## src/rtl/counter_pkg.sv

```systemverilog
// ---------------------------------------------------------------------------
// counter_pkg : shared types and constants for the counter sequencer slice
// Rev 1.0
// ---------------------------------------------------------------------------
`default_nettype none

package counter_pkg;

    localparam int              CNT_W   = 4;
    localparam logic [CNT_W-1:0] CNT_MAX = 4'hF;

    typedef enum logic [1:0] {
        IDLE  = 2'd0,
        CLEAR = 2'd1,
        RUN   = 2'd2,
        DONE  = 2'd3
    } state_e;

endpackage

`default_nettype wire

```

## src/rtl/prescaler.sv

```systemverilog
// ---------------------------------------------------------------------------
// prescaler : divides clk down to one tick every prescale+1 enabled cycles
// Rev 1.0
// ---------------------------------------------------------------------------
`default_nettype none

module prescaler
    import counter_pkg::*;
#(
    parameter int PRESCALE_W = 8
) (
    input  logic                  clk_i,
    input  logic                  rst_ni,
    input  logic                  clr_i,
    input  logic                  en_i,
    input  logic [PRESCALE_W-1:0] prescale_i,
    output logic                  tick_o
);

    logic [PRESCALE_W-1:0] pre_cnt_q;
    logic [PRESCALE_W-1:0] pre_cnt_d;

    assign tick_o = en_i && (pre_cnt_q == prescale_i);

    always_comb begin
        pre_cnt_d = pre_cnt_q;
        if (clr_i) begin
            pre_cnt_d = '0;
        end else if (en_i) begin
            pre_cnt_d = tick_o ? '0 : pre_cnt_q + PRESCALE_W'(1);
        end
    end

    always_ff @(posedge clk_i or negedge rst_ni) begin
        if (!rst_ni) begin
            pre_cnt_q <= '0;
        end else begin
            pre_cnt_q <= pre_cnt_d;
        end
    end

endmodule

`default_nettype wire

```

## src/rtl/counter_seq_ctrl.sv

```systemverilog
// ---------------------------------------------------------------------------
// counter_seq_ctrl : runs a 4-bit counter for tgt_wraps*16 + tgt_q counts
// Rev 1.0
// ---------------------------------------------------------------------------
`default_nettype none

module counter_seq_ctrl
    import counter_pkg::*;
#(
    parameter int PRESCALE_W = 8,
    parameter int WRAP_W     = 4
) (
    input  logic                  clk_i,
    input  logic                  rst_ni,
    input  logic                  start_i,
    input  logic                  stop_i,
    input  logic                  periodic_i,
    input  logic [PRESCALE_W-1:0] prescale_i,
    input  logic [WRAP_W-1:0]     tgt_wraps_i,
    input  logic [CNT_W-1:0]      tgt_q_i,
    input  logic [CNT_W-1:0]      cnt_q_i,
    input  logic                  cnt_cout_i,
    output logic                  cnt_reset_o,
    output logic                  cnt_cin_o,
    output logic                  busy_o,
    output logic                  done_o,
    output logic                  tick_o
);

    localparam logic [WRAP_W-1:0] WRAP_MAX = {WRAP_W{1'b1}};

    state_e                state_q;
    logic                  cfg_periodic_q;
    logic [PRESCALE_W-1:0] cfg_prescale_q;
    logic [WRAP_W-1:0]     cfg_wraps_q;
    logic [CNT_W-1:0]      cfg_tgt_q;
    logic [WRAP_W-1:0]     wrap_cnt_q;

    logic in_run;
    logic pre_tick;
    logic match;

    assign in_run = (state_q == RUN);
    assign match  = (wrap_cnt_q == cfg_wraps_q) && (cnt_q_i == cfg_tgt_q);

    prescaler #(
        .PRESCALE_W (PRESCALE_W)
    ) u_prescaler (
        .clk_i      (clk_i),
        .rst_ni     (rst_ni),
        .clr_i      (state_q == CLEAR),
        .en_i       (in_run),
        .prescale_i (cfg_prescale_q),
        .tick_o     (pre_tick)
    );

    // cin is gated by match in the same cycle so the counter cannot overshoot
    assign cnt_cin_o   = in_run && pre_tick && !match && !stop_i;
    assign tick_o      = in_run && match && !stop_i;
    assign cnt_reset_o = !rst_ni || (state_q == CLEAR);
    assign busy_o      = (state_q == CLEAR) || in_run;
    assign done_o      = (state_q == DONE);

    always_ff @(posedge clk_i or negedge rst_ni) begin
        if (!rst_ni) begin
            state_q        <= IDLE;
            cfg_periodic_q <= 1'b0;
            cfg_prescale_q <= '0;
            cfg_wraps_q    <= '0;
            cfg_tgt_q      <= '0;
            wrap_cnt_q     <= '0;
        end else if (stop_i) begin
            state_q <= IDLE;
        end else begin
            case (state_q)
                IDLE, DONE: begin
                    if (start_i) begin
                        cfg_periodic_q <= periodic_i;
                        cfg_prescale_q <= prescale_i;
                        cfg_wraps_q    <= tgt_wraps_i;
                        cfg_tgt_q      <= tgt_q_i;
                        state_q        <= CLEAR;
                    end
                end
                CLEAR: begin
                    wrap_cnt_q <= '0;
                    state_q    <= RUN;
                end
                RUN: begin
                    if (match) begin
                        state_q <= cfg_periodic_q ? CLEAR : DONE;
                    end else if (cnt_cin_o && cnt_cout_i && (wrap_cnt_q != WRAP_MAX)) begin
                        wrap_cnt_q <= wrap_cnt_q + WRAP_W'(1);
                    end
                end
                default: state_q <= IDLE;
            endcase
        end
    end

endmodule

`default_nettype wire

```

## config.mk

```make
export PLATFORM = sky130hd
export DESIGN_NAME = counter_seq_ctrl
export DESIGN_NICKNAME = d
export VERILOG_FILES = /design/src/rtl/counter_pkg.sv /design/src/rtl/prescaler.sv /design/src/rtl/counter_seq_ctrl.sv
export SDC_FILE = /design/constraint.sdc
export NUM_CORES = 1
export LEC_CHECK = 0
export CORE_ASPECT_RATIO = 1.5
export CORE_MARGIN = 1.5
export CORE_UTILIZATION = 24
export DETAILED_ROUTE_END_ITERATION = 10
export DONT_BUFFER_PORTS = 1
export PLACE_DENSITY = 0.42
export SKIP_LAST_GASP = 1
export SLEW_MARGIN = 20
export SYNTH_ARGS = -nofsm -noshare
export SYNTH_HDL_FRONTEND = slang
export SYNTH_SLANG_ARGS = --single-unit
```

## constraint.sdc

```tcl
create_clock -name clk_i -period 2.5 [get_ports clk_i]
set_input_delay 0.25 -clock clk_i [delete_from_list [all_inputs] [get_ports clk_i]]
set_output_delay 0.25 -clock clk_i [all_outputs]
set_load 0.02 [all_outputs]
```

## Yosys cells after proc, flatten, opt, wreduce, memory -nomap -nowiden

Cells that the tools add are included.

- Word-level logic and storage cells: 52
- Register bits after elaboration: 31
- Output and inout bits: 5
- Input bits: 26

- Reduce and logical (&&, ||, !) cells: 20
- Bitwise gates (word level): 1
- Equal/unequal tests: 11
- Add/subtract/negate cells: 2
- Muxes and demuxes: 11

Operators with widths:

| kind | count |
|---|---|
| two-way mux 8 bit | 3 |
| logical AND 1 bit | 9 |
| adder 8 x 1 -> 8 bit, second input constant | 1 |
| equality test 4 bit | 2 |
| equality test 8 bit | 1 |
| two-way mux 2 bit | 4 |
| two-way mux 4 bit | 2 |
| one-hot mux 4 bit (2 select lines) | 1 |
| one-hot mux 2 bit (3 select lines) | 1 |
| adder 4 x 1 -> 4 bit, second input constant | 1 |
| equality test 2 bit, second input constant | 2 |
| inequality test 4 bit, second input constant | 1 |
| AND reduction 4 bit | 1 |
| zero test 1 bit | 3 |
| inequality test 3 x 2 -> 1 bit, second input constant | 1 |
| inequality test 3 bit, second input constant | 1 |
| AND reduction 3 bit | 1 |
| equality test 2 x 1 -> 1 bit, second input constant | 1 |
| zero test 2 bit | 1 |
| logical OR 1 bit | 2 |
| inequality test 2 x 1 -> 1 bit, second input constant | 1 |
| inequality test 2 bit, second input constant | 1 |
| AND reduction 2 bit | 1 |
| nonzero test 2 bit | 1 |
| other kinds (2) | 2 |

## Depth between registers and ports, before layout

- Depth in word-level cells: 10
- Depth in mapped cells: 8

## Cells and area by module

A second synthesis with hierarchy kept.

- Cell total of the unflattened synthesis: 146
- Area total of the unflattened synthesis: 1681.6 µm²

By module, submodules not included:

| module | area each (µm²) | times used | cells each | seq. area each (µm²) |
|---|---|---|---|---|
| counter_seq_ctrl | 1158.6 | 1 | 95 | 575.6 |
| prescaler | 523.0 | 1 | 51 | 200.2 |

## Worst setup path after synthesis

OpenSTA, ideal clock, no wires.

- Path kind: reg2reg
- From: register state_q[0]
- To: register cfg_prescale_q[5]
- Setup time: 0.125 ns
- Period minus slack after synthesis: 1.781 ns
- Buffers on the path: 2
- Cell stages (with the launch flop): 7
- Setup slack: 0.719 ns
- Required time: 2.375 ns
- Arrival time: 1.656 ns
- Cell sequence: dfrtp_1 -> inv_1 -> ha_1 -> buf_2 -> nand3b_1 -> buf_2 -> mux2_2

- Cells in the longest elaborated chain, start to end: 3
- Elaborated cells between the ends (all ways): 4
- Those cells by class: 1 x eq/ne; 3 x reduce/logical

RTL lines:

| item | line | RTL |
|---|---|---|
| start: declaration | counter_seq_ctrl.sv:32 | `state_e state_q;` |
| start signal: assignment | counter_seq_ctrl.sv:91 | `state_q <= cfg_periodic_q ? CLEAR : DONE;` |
| equality test 2 bit or zero test 2 bit (tied branches) | counter_seq_ctrl.sv:75 | `case (state_q)` |
| OR reduction 2 bit (*) | counter_seq_ctrl.sv:75 |  |
| AND reduction 3 bit (no line) (*) | -- |  |
| end signal: assignment | counter_seq_ctrl.sv:79 | `cfg_prescale_q <= prescale_i;` |
| end: declaration | counter_seq_ctrl.sv:34 | `logic [PRESCALE_W-1:0] cfg_prescale_q;` |

Mark *: on every way between the ends. The rest lies on a longest branch, timed or not.
A chain may end at the register's enable or synchronous reset.

## Worst setup path in the final report

- From: register state_q[0]
- To: output cnt_cin_o

- Cells in the longest elaborated chain, start to end: 5

RTL lines:

| item | line | RTL |
|---|---|---|
| equality test 2 bit (*) | counter_seq_ctrl.sv:43 | `assign in_run = (state_q == RUN);` |
| logical AND 1 bit | prescaler.sv:23 | `assign tick_o = en_i && (pre_cnt_q == prescale_i);` |
| logical AND 1 bit (*) (3 in series) | counter_seq_ctrl.sv:58 | `assign cnt_cin_o = in_run && pre_tick && !match && !stop_i;` |
| end: declaration | counter_seq_ctrl.sv:24 | `output logic cnt_cin_o,` |

Marked as above.

==> metrics.md <==
| Metric | Value |
|---|---|
| Status | `completed` |
| ANT cells | `0` |
| GRT met2 Usage | `0.181` |
| Total grt overflow | `0` |
| Hold-fix buffers, CTS | `2` |
| Vias per cell | `4.69` |
| Drt first pass iters | `4` |
| Final setup vio count | `0` |
| I/O Pins | `31` |
| WP data arrival | `1.83 ns` |
| CTS H-tree depth | `2` |
| Fin util | `0.278` |
| Total power | `2.07 mW` |
| CTS Buf Count | `5` |
| Commonest non-fill, non-tap cell in the layout | `dfrtp_1` |
| Number of max-cap violations | `0` |
| Most frequent cells in the layout | `31 x dfrtp_1, 20 x nand2_1, 18 x xor2_1, 18 x mux2_2, 9 x nor2_1` |
| Hold Slack | `0.0762 ns` |
| GP Congestion | `0.801` |
| Relative slew slack | `0.710` |
| Row cnt | `37` |
| Final HPWL DP | `2.75 mm` |
| I/O Buffers | `0` |
| GR Util met3 | `0.0379` |
| DR iter-0 viols | `34` |
| Post-synthesis sequential element count | `31` |
| RSZ-0062 raised after global routing | `no` |
| Layer with the highest usage | `met2` |
| Die Width | `72.0 um` |
| Die ar. | `0.00767 mm2` |
| Critical path peak fanout | `7` |
| NumNets Final | `193` |
| Root buf cell | `clkbuf_8` |
| Worst Skew | `0.00121 ns` |
| Critical path type | `register to output port` |
| Placed cell areas | `0.00181 mm2` |
| Max-slew violations | `0` |
| Worst vdd ir | `220 uV` |
| Fin crit period | `2.08 ns` |
| Yosys cell types | `29` |
| Least-Margin Pin Slew | `0.432 ns` |
| Post-synthesis net count | `186` |
| Post-Syn Instances | `155` |
| Fill count | `704` |
| First-pass GRT wire length | `5.99 mm` |
| Max Fclk | `480 MHz` |
| Post_cts resized | `0` |
| DRT Wirelength | `3.59 mm` |
| Vias in the first global route | `1266` |
| Min-Delay Path Class | `input port to register` |
| Tcrit/Tclk final | `0.833` |
| Worst Reg2Reg Path Length in Cells | `8` |
| CP endpoint kind | `output port` |
| Largest net degree at the start of global routing | `32` |
| Static Leak | `0.842 nW` |
| Die Y | `107 um` |
| Clock Tree Buf Depth | `2` |
| Final Cell Area | `0.00192 mm2` |
| Share of cells above drive strength 1 | `0.209` |
| Startpoint Class | `register` |
| Setup tns final | `0 ns` |
| Met1 capacity usage during global routing | `0.101` |
| WL/cell | `14.9 um` |
| Required time of the critical path | `2.25 ns` |
| Remaining DRCs | `0` |
| Antenna Nets Post-Route | `0` |
| Clk slew on worst S/H paths | `0.06 ns` |
| CTS tree | `done` |
| Core Box Area | `0.00690 mm2` |
| Clock tree sinks | `31` |
| Avg Inst Size Synth | `11.1 um2` |
| Initial Util | `0.249` |
| Post-CTS Setup Inserts | `0` |
| Number of hold violations in the final report | `0` |
| Post-Syn Area | `0.00171 mm2` |
| Synth-to-layout area growth | `11.9%` |
| Skew-Pair Late Insertion Delay | `0.28 ns` |
| Hold Path Depth | `1` |
| DR vias | `1131` |
| Register area share after synthesis | `0.453` |
| Power per cell area | `1080 mW/mm2` |
| GRT Util Overall | `0.103` |
| Yosys warning total | `0` |
| Initial antenna violation count | `0` |
==> layout make-up <==
cell class                      instances  area, um2  share of cell area
Multi-Input combinational cell        115        900               0.469
Sequential cell                        31        776               0.404
Tap cell                               78       97.6              0.0509
Clock buffer                            7       76.3              0.0398
Timing Repair Buffer                    4       45.0              0.0235
Inverter                                5       18.8             0.00978
Clock inverter                          1       5.00             0.00261
==> final timing paths <==
path | start | to | slack [ns]
max in group asynchronous | rst_ni | cfg_prescale_q[7]$_DFFE_PN0P_ | 1.90
min in group asynchronous | rst_ni | state_q[0]$_DFFE_PN0P_ | 0.42
worst max-delay path | state_q[0]$_DFFE_PN0P_ | cnt_cin_o | 0.42
worst max register to register | state_q[0]$_DFFE_PN0P_ | wrap_cnt_q[3]$_DFFE_PN0P_ | 0.59
worst min-delay path | stop_i | state_q[1]$_DFFE_PN0P_ | 0.08
worst min register to register | cfg_periodic_q$_DFFE_PN0P_ | cfg_periodic_q$_DFFE_PN0P_ | 0.51
==> cell usage after synthesis <==
library cell | number | area, um2
xnor2_1 | 2 | 17.5
nand2_1 | 20 | 75.1
o21ai_0 | 7 | 35.0
nand4_1 | 1 | 6.26
xor2_1 | 18 | 158
a21oi_1 | 5 | 25.0
a41oi_4 | 1 | 27.5
nand2b_1 | 3 | 18.8
nand4_4 | 1 | 21.3
inv_1 | 5 | 18.8
nand3b_1 | 1 | 7.51
a21o_1 | 2 | 15.0
and3_2 | 1 | 7.51
nor4_4 | 2 | 42.5
or3_1 | 1 | 6.26
a31o_4 | 1 | 17.5
a31oi_1 | 1 | 6.26
mux2_2 | 18 | 203
nor2_1 | 9 | 33.8
ha_1 | 5 | 62.6
o31ai_1 | 1 | 7.51
mux2i_1 | 5 | 50.1
nand3_1 | 5 | 25.0
clkbuf_2 | 1 | 5.00
nor3_2 | 1 | 10.0
nor3_1 | 3 | 15.0
dfrtp_1 | 31 | 776
or2_0 | 1 | 6.26
buf_2 | 3 | 15.0
==> cells by family (layout without fill, tap and decap cells) <==
kind of cell / after synthesis / after routing / share of synthesized area
DFF: 31 / 31 / 0.453
buffers and inverters: 9 / 17 / 0.0226
xor gates and xnor gates: 20 / 20 / 0.102
AOI/OAI and AO/OA: 18 / 18 / 0.0781
and+or+nand+nor: 49 / 49 / 0.161
adders and majority gates: 5 / 5 / 0.0365
muxes: 23 / 23 / 0.147
==> sequential cells by signal, summed over array words and instances, names as in the netlist <==
name / cells
cfg_periodic_q: 1
cfg_prescale_q: 8
u_prescaler.pre_cnt_q: 8
wrap_cnt_q: 4
cfg_wraps_q: 4
cfg_tgt_q: 4
state_q: 2
==> routing by layer <==
metal  vias to the layer above  share of wire
li1                        539              -
met1                       554           0.36
met2                        30           0.56
met3                         8          0.053
met4                         0          0.023
met5                         -              0
==> worst max-delay path, stage by stage, from the launching register on <==
cell and delay (ns):
dfrtp_1 0.41, inv_1 0.07, ha_1 0.30, nand2b_1 0.16
a41oi_4 0.31, and3_2 0.31
==> where the power goes <==
group,switching [mW],leakage [nW],internal (mW)
logic,0.460,0.425,0.367
registers,0.171,0.374,0.700
clock network,0.178,0.0422,0.195
total,0.808,0.842,1.26
==> through the flow <==
| step | setup slack, ns | cells |
|---|---|---|
| 3_5_place_dp | 0.583 | 231 |
| 2_1_floorplan | 0.719 | 155 |
| 5_1_grt | 0.319 | 241 |
| 4_1_cts | 0.371 | 241 |
| 6_report | 0.416 | 241 |
| 3_3_place_gp | 0.655 | 231 |
No activity file was read; power rests on OpenSTA's default activity.
